`src/rtl/time_set_ctrl_if.sv`:
```
// Button / time bus between the set-time controller and its surroundings.
// The master side owns the raw buttons and the live time; the slave side
// (the controller) returns the edited time, the load strobe and blink mask.
interface time_set_ctrl_if;
    logic       btn_mode;
    logic       btn_inc;
    logic [3:0] cur_sec1;
    logic [2:0] cur_sec2;
    logic [3:0] cur_min1;
    logic [2:0] cur_min2;
    logic       load;
    logic [3:0] set_sec1;
    logic [2:0] set_sec2;
    logic [3:0] set_min1;
    logic [2:0] set_min2;
    logic       setting;
    logic [3:0] blank;

    modport master (
        output btn_mode, btn_inc, cur_sec1, cur_sec2, cur_min1, cur_min2,
        input  load, set_sec1, set_sec2, set_min1, set_min2, setting, blank
    );

    modport slave (
        input  btn_mode, btn_inc, cur_sec1, cur_sec2, cur_min1, cur_min2,
        output load, set_sec1, set_sec2, set_min1, set_min2, setting, blank
    );
endinterface

```
`src/rtl/time_set_ctrl.sv`:
```
// Set-time front end for the MM:SS clock: synchronises and debounces the
// mode/increment buttons, edits a shadow copy of the time (minutes first,
// then seconds), pulses load when the edit is committed and produces a
// blink mask for the field under edit. All outputs come straight from flops.
module time_set_ctrl #(
    parameter int DEBOUNCE_CYCLES = 1_000_000,
    parameter int BLINK_CYCLES    = 25_000_000
) (
    input  logic           clk_100MHZ,
    input  logic           reset,
    time_set_ctrl_if.slave bus
);

    localparam int DW = (DEBOUNCE_CYCLES > 1) ? $clog2(DEBOUNCE_CYCLES) : 1;
    localparam int BW = (BLINK_CYCLES > 1) ? $clog2(BLINK_CYCLES) : 1;
    localparam logic [DW-1:0] DB_MAX    = DW'(DEBOUNCE_CYCLES - 1);
    localparam logic [BW-1:0] BLINK_MAX = BW'(BLINK_CYCLES - 1);

    typedef enum logic [1:0] {
        ST_RUN     = 2'd0,
        ST_SET_MIN = 2'd1,
        ST_SET_SEC = 2'd2
    } state_t;

    // Advance a tens/units BCD pair by one modulo 60. Out-of-range inputs are
    // pulled back into range: tens above 5 restart at 0, units of 9 or more
    // roll to 0 and carry.
    function automatic logic [6:0] bcd_inc60(input logic [2:0] tens,
                                             input logic [3:0] units);
        logic [2:0] t_norm;
        logic [2:0] t_out;
        logic [3:0] u_out;
        t_norm = (tens > 3'd5) ? 3'd0 : tens;
        if (units >= 4'd9) begin
            u_out = 4'd0;
            t_out = (t_norm == 3'd5) ? 3'd0 : t_norm + 3'd1;
        end else begin
            u_out = units + 4'd1;
            t_out = t_norm;
        end
        return {t_out, u_out};
    endfunction

    // Button conditioning: index 0 = mode, index 1 = inc
    logic [1:0]    w_raw;
    logic [1:0]    r_sync1;
    logic [1:0]    r_sync2;
    logic [1:0]    r_db;
    logic [DW-1:0] r_db_cnt [2];
    logic [1:0]    w_rise;
    logic          w_mode_press;
    logic          w_inc_press;

    // Edit state
    state_t        r_state;
    state_t        w_state_nxt;
    logic [3:0]    r_sec1, w_sec1_nxt;
    logic [2:0]    r_sec2, w_sec2_nxt;
    logic [3:0]    r_min1, w_min1_nxt;
    logic [2:0]    r_min2, w_min2_nxt;
    logic          r_load, w_load_nxt;
    logic          r_setting, w_setting_nxt;
    logic [3:0]    r_blank, w_blank_nxt;
    logic [BW-1:0] r_blink_cnt, w_blink_cnt_nxt;
    logic          r_phase, w_phase_nxt;

    assign w_raw = {bus.btn_inc, bus.btn_mode};

    // Two-flop synchroniser followed by a stability counter per button; the
    // debounced level only follows after DEBOUNCE_CYCLES unchanged samples.
    always_ff @(posedge clk_100MHZ) begin
        if (!reset) begin
            r_sync1     <= 2'b00;
            r_sync2     <= 2'b00;
            r_db        <= 2'b00;
            r_db_cnt[0] <= '0;
            r_db_cnt[1] <= '0;
        end else begin
            r_sync1 <= w_raw;
            r_sync2 <= r_sync1;
            for (int i = 0; i < 2; i++) begin
                if (r_sync2[i] == r_db[i]) begin
                    r_db_cnt[i] <= '0;
                end else if (r_db_cnt[i] == DB_MAX) begin
                    r_db[i]     <= r_sync2[i];
                    r_db_cnt[i] <= '0;
                end else begin
                    r_db_cnt[i] <= r_db_cnt[i] + 1'b1;
                end
            end
        end
    end

    // Press event: the cycle in which the debounced level is about to go 0->1.
    always_comb begin
        w_rise = 2'b00;
        for (int i = 0; i < 2; i++) begin
            w_rise[i] = r_sync2[i] & ~r_db[i] & (r_db_cnt[i] == DB_MAX);
        end
        w_mode_press = w_rise[0];
        w_inc_press  = w_rise[1];
    end

    // Next state, shadow time, load strobe and blink mask; mode beats inc.
    always_comb begin
        w_state_nxt = r_state;
        w_sec1_nxt  = r_sec1;
        w_sec2_nxt  = r_sec2;
        w_min1_nxt  = r_min1;
        w_min2_nxt  = r_min2;
        w_load_nxt  = 1'b0;
        case (r_state)
            ST_RUN: begin
                if (w_mode_press) begin
                    w_sec1_nxt  = bus.cur_sec1;
                    w_sec2_nxt  = bus.cur_sec2;
                    w_min1_nxt  = bus.cur_min1;
                    w_min2_nxt  = bus.cur_min2;
                    w_state_nxt = ST_SET_MIN;
                end
            end
            ST_SET_MIN: begin
                if (w_mode_press) begin
                    w_state_nxt = ST_SET_SEC;
                end else if (w_inc_press) begin
                    {w_min2_nxt, w_min1_nxt} = bcd_inc60(r_min2, r_min1);
                end
            end
            ST_SET_SEC: begin
                if (w_mode_press) begin
                    w_state_nxt = ST_RUN;
                    w_load_nxt  = 1'b1;
                end else if (w_inc_press) begin
                    {w_sec2_nxt, w_sec1_nxt} = bcd_inc60(r_sec2, r_sec1);
                end
            end
            default: begin
                w_state_nxt = ST_RUN;
            end
        endcase

        // Blink restarts visible on every state entry and only runs while editing
        w_blink_cnt_nxt = r_blink_cnt;
        w_phase_nxt     = r_phase;
        if ((w_state_nxt != r_state) || (w_state_nxt == ST_RUN)) begin
            w_blink_cnt_nxt = '0;
            w_phase_nxt     = 1'b0;
        end else if (r_blink_cnt == BLINK_MAX) begin
            w_blink_cnt_nxt = '0;
            w_phase_nxt     = ~r_phase;
        end else begin
            w_blink_cnt_nxt = r_blink_cnt + 1'b1;
        end

        w_setting_nxt = (w_state_nxt != ST_RUN);
        case (w_state_nxt)
            ST_SET_MIN: w_blank_nxt = {w_phase_nxt, w_phase_nxt, 2'b00};
            ST_SET_SEC: w_blank_nxt = {2'b00, w_phase_nxt, w_phase_nxt};
            default:    w_blank_nxt = 4'b0000;
        endcase
    end

    // State register
    always_ff @(posedge clk_100MHZ) begin
        if (!reset) begin
            r_state <= ST_RUN;
        end else begin
            r_state <= w_state_nxt;
        end
    end

    // Blink timer and phase
    always_ff @(posedge clk_100MHZ) begin
        if (!reset) begin
            r_blink_cnt <= '0;
            r_phase     <= 1'b0;
        end else begin
            r_blink_cnt <= w_blink_cnt_nxt;
            r_phase     <= w_phase_nxt;
        end
    end

    // Registered outputs; reset discards any edit in progress without a load
    always_ff @(posedge clk_100MHZ) begin
        if (!reset) begin
            r_sec1    <= 4'd0;
            r_sec2    <= 3'd0;
            r_min1    <= 4'd0;
            r_min2    <= 3'd0;
            r_load    <= 1'b0;
            r_setting <= 1'b0;
            r_blank   <= 4'b0000;
        end else begin
            r_sec1    <= w_sec1_nxt;
            r_sec2    <= w_sec2_nxt;
            r_min1    <= w_min1_nxt;
            r_min2    <= w_min2_nxt;
            r_load    <= w_load_nxt;
            r_setting <= w_setting_nxt;
            r_blank   <= w_blank_nxt;
        end
    end

    assign bus.load     = r_load;
    assign bus.set_sec1 = r_sec1;
    assign bus.set_sec2 = r_sec2;
    assign bus.set_min1 = r_min1;
    assign bus.set_min2 = r_min2;
    assign bus.setting  = r_setting;
    assign bus.blank    = r_blank;

endmodule

```
`src/flat_wrapper.sv`:
```
// flat-port wrapper written by rule: the top's interface ports become plain ports
module time_set_ctrl_flat 
#(
    parameter int DEBOUNCE_CYCLES = 1_000_000,
    parameter int BLINK_CYCLES    = 25_000_000
)
  (clk_100MHZ, reset, bus_btn_mode, bus_btn_inc, bus_cur_sec1, bus_cur_sec2, bus_cur_min1, bus_cur_min2, bus_load, bus_set_sec1, bus_set_sec2, bus_set_min1, bus_set_min2, bus_setting, bus_blank);
  time_set_ctrl_if bus_i ();
  input  logic clk_100MHZ;
  input  logic reset;
  input wire logic [$bits(bus_i.btn_mode)-1:0] bus_btn_mode;
  input wire logic [$bits(bus_i.btn_inc)-1:0] bus_btn_inc;
  input wire logic [$bits(bus_i.cur_sec1)-1:0] bus_cur_sec1;
  input wire logic [$bits(bus_i.cur_sec2)-1:0] bus_cur_sec2;
  input wire logic [$bits(bus_i.cur_min1)-1:0] bus_cur_min1;
  input wire logic [$bits(bus_i.cur_min2)-1:0] bus_cur_min2;
  output wire logic [$bits(bus_i.load)-1:0] bus_load;
  output wire logic [$bits(bus_i.set_sec1)-1:0] bus_set_sec1;
  output wire logic [$bits(bus_i.set_sec2)-1:0] bus_set_sec2;
  output wire logic [$bits(bus_i.set_min1)-1:0] bus_set_min1;
  output wire logic [$bits(bus_i.set_min2)-1:0] bus_set_min2;
  output wire logic [$bits(bus_i.setting)-1:0] bus_setting;
  output wire logic [$bits(bus_i.blank)-1:0] bus_blank;
  assign bus_i.btn_mode = bus_btn_mode;
  assign bus_i.btn_inc = bus_btn_inc;
  assign bus_i.cur_sec1 = bus_cur_sec1;
  assign bus_i.cur_sec2 = bus_cur_sec2;
  assign bus_i.cur_min1 = bus_cur_min1;
  assign bus_i.cur_min2 = bus_cur_min2;
  assign bus_load = bus_i.load;
  assign bus_set_sec1 = bus_i.set_sec1;
  assign bus_set_sec2 = bus_i.set_sec2;
  assign bus_set_min1 = bus_i.set_min1;
  assign bus_set_min2 = bus_i.set_min2;
  assign bus_setting = bus_i.setting;
  assign bus_blank = bus_i.blank;
  time_set_ctrl #(.DEBOUNCE_CYCLES(DEBOUNCE_CYCLES), .BLINK_CYCLES(BLINK_CYCLES)) u_core (.clk_100MHZ(clk_100MHZ), .reset(reset), .bus(bus_i));
endmodule
```
`config.mk`:
```
export PLATFORM = sky130hd
export DESIGN_NAME = time_set_ctrl_flat
export DESIGN_NICKNAME = d
export VERILOG_FILES = /design/src/rtl/time_set_ctrl_if.sv /design/src/rtl/time_set_ctrl.sv /design/src/flat_wrapper.sv
export SDC_FILE = /design/constraint.sdc
export NUM_CORES = 1
export LEC_CHECK = 0
export CAP_MARGIN = 40
export CORE_MARGIN = 3
export CORE_UTILIZATION = 40
export CTS_CLUSTER_DIAMETER = 200
export DETAILED_ROUTE_END_ITERATION = 8
export GPL_TIMING_DRIVEN = 0
export PLACE_DENSITY = 0.64
export SETUP_SLACK_MARGIN = 0.2
export SLEW_MARGIN = 20
export SYNTH_ARGS = -nofsm -noshare
export SYNTH_HDL_FRONTEND = slang
export SYNTH_SLANG_ARGS = --single-unit
```
`constraint.sdc`:
```
create_clock -name clk_100MHZ -period 5.45 [get_ports clk_100MHZ]
set_input_delay 1.09 -clock clk_100MHZ [delete_from_list [all_inputs] [get_ports clk_100MHZ]]
set_output_delay 1.09 -clock clk_100MHZ [all_outputs]
set_load 0.02 [all_outputs]
```
### After elaboration in Yosys (flattened, before gate mapping)

Memories as Yosys holds them, arrays and structs flattened.
Index checks and enable logic that the tools add are counted.

| storage, ports and cells | value |
|---|---|
| register bits after elaboration | 54 |
| RAM bits | 40 |
| input port bits | 18 |
| output and inout bits | 20 |
| memories | 1 |

| operators by class | value |
|---|---|
| add/sub/neg operators | 7 |
| $lt $le $gt $ge | 4 |
| eq/ne operators | 17 |
| muxes and demuxes | 61 |
| bitwise gates (word level) | 16 |
| reduce and logical (&&, ||, !) cells | 12 |

Memories:

| name | depth | width | read ports | clocked after Yosys merged registers in | wr ports | line | source |
|---|---|---|---|---|---|---|---|
| u_core.r_db_cnt | 2 | 20 | 2 | 0 | 2 | time_set_ctrl.sv:49 | `logic [DW-1:0] r_db_cnt [2];` |

Operators with widths:

| operator | number |
|---|---|
| $mux W20 | 6 |
| $add A20 B1 Y20 const B | 2 |
| $eq A20 B20 Y1 const B | 2 |
| $mux W3 | 12 |
| $mux W4 | 8 |
| $mux W1 | 26 |
| $add A25 B1 Y25 const B | 1 |
| $eq A25 B25 Y1 const B | 1 |
| $pmux W4 S2 | 3 |
| $pmux W3 S2 | 2 |
| $add A4 B1 Y4 const B | 2 |
| $ge A4 B4 Y1 const B | 2 |
| $reduce_and A4 Y1 | 2 |
| $add A3 B1 Y3 const B | 2 |
| $eq A3 B3 Y1 const B | 2 |
| $gt A3 B3 Y1 const B | 2 |
| $mux W2 | 3 |
| $ne A2 B1 Y1 const B | 3 |
| $not A1 Y1 | 6 |
| $or A1 B1 Y1 | 6 |
| $pmux W2 S3 | 1 |
| $reduce_and A2 Y1 | 3 |
| $reduce_bool A2 Y1 | 3 |
| $and A1 B1 Y1 | 4 |
| other kinds (8) | 13 |

### Longest topological paths before layout

Gate-level depths: netlist (run 1).

| logic depth | value |
|---|---|
| depth in word-level cells | 9 |
| gate-level depth with buffers | 15 |

### Worst setup path after synthesis (run 1)

OpenSTA, ideal clock, no wires.

| path | value |
|---|---|
| kind | reg2reg |
| start | memory u_core.r_db_cnt[0][0] in the netlist's numbering |
| end | register u_core.r_blink_cnt[13] |
| setup time | 0.065 ns |
| data arrival time | 3.156 ns |
| slack | 2.229 ns |
| cell stages (with the launch flop) | 16 |
| clock period less this slack | 3.221 ns |
| cell sequence | edfxtp_1 > ha_1 > nand2_1 > or4_1 > clkbuf_2 > nor2_1 > xnor2_1 > or2_2 > ha_1 > nor2b_1 > nand2_1 > o21bai_1 > or2_2 > clkbuf_1 > buf_2 > nor2_1 |

RTL lines:

| what | line | source |
|---|---|---|
| start, declared | time_set_ctrl.sv:49 |  |
| end signal, assigned | time_set_ctrl.sv:178 | `r_blink_cnt <= w_blink_cnt_nxt;` |
| end, declared | time_set_ctrl.sv:64 | `logic [BW-1:0] r_blink_cnt, w_blink_cnt_nxt;` |

==> results of run 1 <==
==> registers in the layout, summed over array words and instances, names as in the netlist <==
| register | flops |
|---|---|
| u_core.bus.set_min1 | 4 |
| u_core.r_db_cnt | 40 |
| u_core.r_sync1 | 2 |
| u_core.r_db | 2 |
| u_core.bus.set_sec1 | 4 |
| u_core.r_sync2 | 2 |
| u_core.bus.set_min2 | 3 |
| u_core.bus.set_sec2 | 3 |
| u_core.r_state | 2 |
| u_core.bus.blank | 2 |
| u_core.r_blink_cnt | 25 |
| u_core.r_phase | 1 |
| u_core.bus.load | 1 |
| u_core.bus.setting | 1 |
==> power breakdown <==
group / switching, mW / internal (mW)
Combinational: 0.0264 / 0.0288
Clock: 0.270 / 0.405
Sequential: 0.0142 / 0.733
Total: 0.311 / 1.17
==> cells by family (layout without fill, tap and decap cells) <==
group	count (synthesis)	in the layout	synth area share
AO/OA/AOI/OAI	29	29	0.0503
XOR/XNOR	65	65	0.118
adder cells (fa/ha/maj)	14	14	0.0363
buffers and inverters	37	91	0.0316
flip-flops	92	92	0.465
multiplexers	16	16	0.0332
other	1	40	0.000777
AND/OR/NAND/NOR	253	253	0.265
==> Yosys cell counts (9+ instances only) <==
cell / instances
nor2_1: 76
inv_1: 18
nor4_1: 9
ha_1: 14
dfxtp_1: 52
nor3_1: 14
and2_1: 11
and3_1: 12
nand2_1: 48
mux2i_1: 16
nand4_1: 14
xnor2_1: 42
xor2_1: 23
nand3_1: 28
clkbuf_1: 12
edfxtp_1: 40
==> worst paths after layout <==
path                                                          end  slack (ns)  cells after the start
worst max-delay path            u_core.r_blink_cnt[17]$_SDFF_PP0_        1.69                     15
worst min register to register       u_core.r_sync2[1]$_SDFF_PN0_        0.44                      1
worst max register to register  u_core.r_blink_cnt[17]$_SDFF_PP0_        1.69                     15
worst min-delay path                 u_core.r_sync2[1]$_SDFF_PN0_        0.44                      1
==> metrics by stage <==
step | worst slack (ns) | utilization | cells | power, mW | instance area [sq um]
floorplan | 2.23 | - | 546 | 0.793 | 4970
CTS | 1.62 | 0.504 | 743 | 1.49 | 5850
finish | 1.69 | 0.504 | 743 | 1.48 | 5850
detailed placement | 1.68 | 0.476 | 727 | 0.817 | 5530
global route | 1.35 | 0.504 | 743 | 1.53 | 5850
global placement | 1.72 | 0.475 | 726 | 0.815 | 5520
==> layout make-up <==
cell class | count | area share
Inverter | 18 | 0.0116
Multi-Input combinational cell | 417 | 0.441
Timing Repair Buffer | 38 | 0.0642
Clock buffer | 9 | 0.0385
Clock inverter | 7 | 0.0167
Buffer | 19 | 0.0145
Sequential cell | 92 | 0.383
Tap cell | 143 | 0.0306
==> layer usage <==
layer,up-vias,global-route usage,share of wire
met3,14,0.0386,0.033
met5,-,0,0
met4,0,0.0541,0.016
met2,41,0.261,0.49
met1,1731,0.186,0.46
li1,1895,-,-
==> results.sh, run 1 <==
export IMPL_grt_total_usage=0.153
export IMPL_seqCellArea_sq_um=2240
export IMPL_core_area_sq_um=11600
export IMPL_ys_warn_count=0
export IMPL_path_cells="ha_1, nand2_1, or4_1, clkbuf_2, nor2_1, xnor2_1, or2_2, ha_1, nor2b_1, nand2_1, o21bai_1, or2_2, clkbuf_1, buf_2, nor2_1"
export IMPL_clock_latency_ns=0.34
export IMPL_arrival_ns=4.04
export IMPL_cts_buffers=9
export IMPL_fin_crit_ns=3.76
export IMPL_grt_pass1_vias=3632
export IMPL_synth_cell_types=47
export IMPL_tns_ns=0
export IMPL_grt_overflow=0
export IMPL_holdCritStartpoint="u_core.r_sync1[1]$_SDFF_PN0_"
export IMPL_clk_pin_slew_ns=0.06
export IMPL_syn_area_sq_um=4820
export IMPL_die_h_microns=116
export IMPL_final_common_cell="nor2_1"
export IMPL_whs_ns=0.438
export IMPL_place_gp_congestion=0.797
export IMPL_ys_flop_type="dfxtp_1"
export IMPL_netlist_instances=507
export IMPL_cap_violations=0
export IMPL_drtPass1Iterations=4
export IMPL_cellLeakagePower_nw=1.97
export IMPL_rsz0062_at_grt="false"
export IMPL_drv_slew=0
export IMPL_r2r_start="u_core.r_db_cnt[0][0]$_SDFFCE_PN0P_"
export IMPL_dr_first_iter_drc_count=135
export IMPL_start_util=0.415
export IMPL_hold_viol=0
export IMPL_multi_input_area_sq_um=2580
export IMPL_crit_type="flip-flop to flip-flop"
export IMPL_synth_seq_area_share=0.465
export IMPL_crit_path_start_kind="flip-flop"
export IMPL_nFillCells=1081
export IMPL_final_setup_skew_ns=0.00695
export IMPL_antennaDiodeCount=0
export IMPL_cts_resized=0
export IMPL_grt_antenna_before_repair=0
export IMPL_critPathMaxStageDelay_ns=0.53
export IMPL_die_w_microns=116
export IMPL_die_area_sq_um=13400
export IMPL_fmax_mhz=266
export IMPL_slowest_stage="or4_1"
export IMPL_cp_top_family="simple AND/OR/NAND/NOR gates"
export IMPL_ir_drop_mv=0.121
export IMPL_synth_area_leaders="edfxtp_1, dfxtp_1, xnor2_1, nor2_1, xor2_1"
export IMPL_grt_max_degree=17
export IMPL_pwr_density_cell_nw_per_um2=253
export IMPL_io_pins=38
export IMPL_worstMarginPinSlew_ns=0.739
export IMPL_hold_buffers=0
export IMPL_vias=3681
export IMPL_final_cell_mix="nor2_1, dfxtp_1, nand2_1"
export IMPL_drt_vias_per_instance=4.95
export IMPL_clock_sinks=92
export IMPL_io_buffer_count=37
export IMPL_status="finished clean"
export IMPL_cp_data_required_time_ns=5.73
export IMPL_synth_avg_cell_area_sq_um=9.52
export IMPL_post_drt_wl_per_cell_microns=12.8
export IMPL_grt_pass1_wl_microns=16500
export IMPL_synth_edf_count=40
export IMPL_cp_max_fo=10
export IMPL_synthArstFlopShare=0
export IMPL_crit_path_end_kind="flip-flop"
export IMPL_hold_class="flip-flop to flip-flop"
export IMPL_clk_path_buf_depth=2
export IMPL_startpoint="u_core.r_db_cnt[0][0]$_SDFFCE_PN0P_"
export IMPL_max_slew_margin_rel=0.504
export IMPL_cts_root_buffer="clkbuf_16"
export IMPL_dp_hpwl_microns=7000
export IMPL_ant_nets=0
export IMPL_fin_crit_sh=0.690
export IMPL_ys_ff_latch=92
export IMPL_setup_violations=0
export IMPL_htreeDepth=3
export IMPL_remaining_drc_errors=0
export IMPL_yosys_area_top_type_share=0.249
export IMPL_crit_buf_inv=3
export IMPL_cts_tree="done"
export IMPL_nNetsFinal=627
export IMPL_post_cts_setup_buffers=0
export IMPL_rows=39
export IMPL_drive_gt1_frac=0.0583
export IMPL_drt_total_wl_microns=9510
export IMPL_area_growth_pct=21.2
export IMPL_yosysTopAreaCell="edfxtp_1"
Note: power is estimated with default switching activity, not from simulation.
==> inputs of run 2 (changes only) <==
clock period = 3.9 ns   (was 5.45 ns; I/O delays follow)
==> run 2 against run 1 <==
First-iteration DRC count grew 3.0%. Wire length grew 0.58%. Global-route usage is the same. Power grew 40%. Clock power grew 40%. Critical endpoint unchanged. Largest cell class unchanged. Fmax grew 8.4%. Sequential cell count is the same. Setup slack lost 1.3 ns. Core utilization grew 0.45 points. Non-clock buffer count grew 2.
==> results.sh, run 2 (synthesis results as in run 1) <==
export IMPL_cap_violations=0
export IMPL_post_drt_wl_per_cell_microns=12.8
export IMPL_die_h_microns=116
export IMPL_fmax_mhz=289
export IMPL_drtPass1Iterations=4
export IMPL_clk_pin_slew_ns=0.07
export IMPL_regMostFlops="u_core.r_db_cnt"
export IMPL_max_slew_margin_rel=0.528
export IMPL_fin_ws_ns=0.434
export IMPL_crit_path_start_kind="flip-flop"
export IMPL_met1_length_microns=4330
export IMPL_arrival_ns=3.75
export IMPL_largest_reg_flops=40
export IMPL_dp_slack_ns=0.129
export IMPL_crit_type="flip-flop to flip-flop"
export IMPL_dp_hpwl_microns=7000
export IMPL_hold_viol=0
export IMPL_hold_class="flip-flop to flip-flop"
export IMPL_top_layer_used="met4"
export IMPL_cellLeakagePower_nw=1.99
export IMPL_worstMarginPinSlew_ns=0.704
export IMPL_grt_total_usage=0.153
export IMPL_fin_crit_ns=3.47
export IMPL_die_w_microns=116
export IMPL_p_total_mw=2.07
export IMPL_final_util=0.508
export IMPL_remaining_drc_errors=0
export IMPL_ir_drop_mv=0.169
export IMPL_hold_buffers=0
export IMPL_grt_max_degree=17
export IMPL_status="finished clean"
export IMPL_clock_sinks=92
export IMPL_ant_nets=0
export IMPL_pwr_density_cell_nw_per_um2=350
export IMPL_antennaDiodeCount=0
export IMPL_met2_wirelength_microns=4730
export IMPL_cts_buffers=9
export IMPL_drt_vias_per_instance=4.98
export IMPL_final_cell_mix="nor2_1, dfxtp_1, nand2_1"
export IMPL_rows=39
export IMPL_io_buffer_count=37
export IMPL_cts_tree="done"
export IMPL_grt_antenna_before_repair=0
export IMPL_nNetsFinal=629
export IMPL_cts_root_buffer="clkbuf_16"
export IMPL_grt_overflow=0
export IMPL_grt_pass1_vias=3632
export IMPL_wl_met3_microns=335
export IMPL_tns_ns=0
export IMPL_drive_gt1_frac=0.0714
export IMPL_vias=3711
export IMPL_clk_path_buf_depth=2
export IMPL_reg_top3="u_core.r_db_cnt: 40 flops, u_core.r_blink_cnt: 25 flops"
export IMPL_clock_latency_ns=0.34
export IMPL_final_common_cell="nor2_1"
export IMPL_final_setup_skew_ns=0.00644
export IMPL_setup_violations=0
export IMPL_cp_max_fo=10
export IMPL_grt_pass1_wl_microns=16500
export IMPL_place_gp_congestion=0.797
export IMPL_die_area_sq_um=13400
export IMPL_rsz0062_at_grt="false"
export IMPL_dpl_cell_area_sq_um=5530
export IMPL_nFillCells=1075
export IMPL_io_pins=38
export IMPL_postLayoutCellArea_sq_um=5900
export IMPL_cp_data_required_time_ns=4.18
export IMPL_core_area_sq_um=11600
export IMPL_dr_first_iter_drc_count=139
export IMPL_drt_total_wl_microns=9560
export IMPL_area_growth_pct=22.3
export IMPL_start_util=0.415
export IMPL_drv_slew=0
export IMPL_crit_path_end_kind="flip-flop"
export IMPL_fin_crit_sh=0.889
export IMPL_htreeDepth=3
## run 2: worst paths after layout
path                                            start                                 to  slack [ns]  cells after the start
setup / recovery  u_core.r_db_cnt[0][0]$_SDFFCE_PN0P_  u_core.r_blink_cnt[17]$_SDFF_PP0_        0.43                     15
hold / removal           u_core.r_sync1[0]$_SDFF_PN0_       u_core.r_sync2[0]$_SDFF_PN0_        0.44                      1
setup reg to reg  u_core.r_db_cnt[0][0]$_SDFFCE_PN0P_  u_core.r_blink_cnt[17]$_SDFF_PP0_        0.43                     15
hold reg to reg          u_core.r_sync1[0]$_SDFF_PN0_       u_core.r_sync2[0]$_SDFF_PN0_        0.44                      1
## run 2: critical path: stages (launching register included)
cell and delay, ns:
edfxtp_1 0.43, ha_4 0.18, nand2_1 0.09, or4_1 0.53, buf_2 0.19, nor2_4 0.16, xnor2_2 0.10, or2_2 0.32
ha_1 0.21, nor2b_2 0.14, nand2_1 0.05, o21bai_1 0.20, or2_2 0.33, clkbuf_2 0.16, clkbuf_4 0.21, nor2_1 0.11
## run 2: layer usage
layer  GRT usage  vias to the layer above
met5           0                        -
met4      0.0541                        0
met3      0.0386                       15
met2       0.261                       45
met1       0.186                     1749
li1            -                     1902
## run 2: cell type report
type | instances | area [sq um] | share of cell area
plain buffers | 19 | 88.8 | 0.0151
clock buffers | 9 | 225 | 0.0382
clock inverters | 7 | 97.6 | 0.0165
inverters | 18 | 67.6 | 0.0115
multi-input cells | 417 | 2610 | 0.442
flip-flops and latches | 92 | 2240 | 0.380
well taps | 143 | 179 | 0.0303
repair buffers | 40 | 390 | 0.0662
## run 2: repair_timing
action	4_1_cts	5_1_grt
pin swaps	0	2
setup buffers	0	2
setup endpoints to repair	20	23
gates resized for setup	2	9
## run 2: through the flow
stage               std cells  hold slack [ns]
floorplan                 546            0.412
global placement          726            0.419
detailed placement        727            0.419
CTS                       743            0.441
global route              745            0.450
finish                    745            0.437
## run 2: power breakdown
group / internal [mW] / switching (mW)
Sequential: 1.02 / 0.0202
Clock: 0.566 / 0.377
Combinational: 0.0421 / 0.0373
Total: 1.63 / 0.434
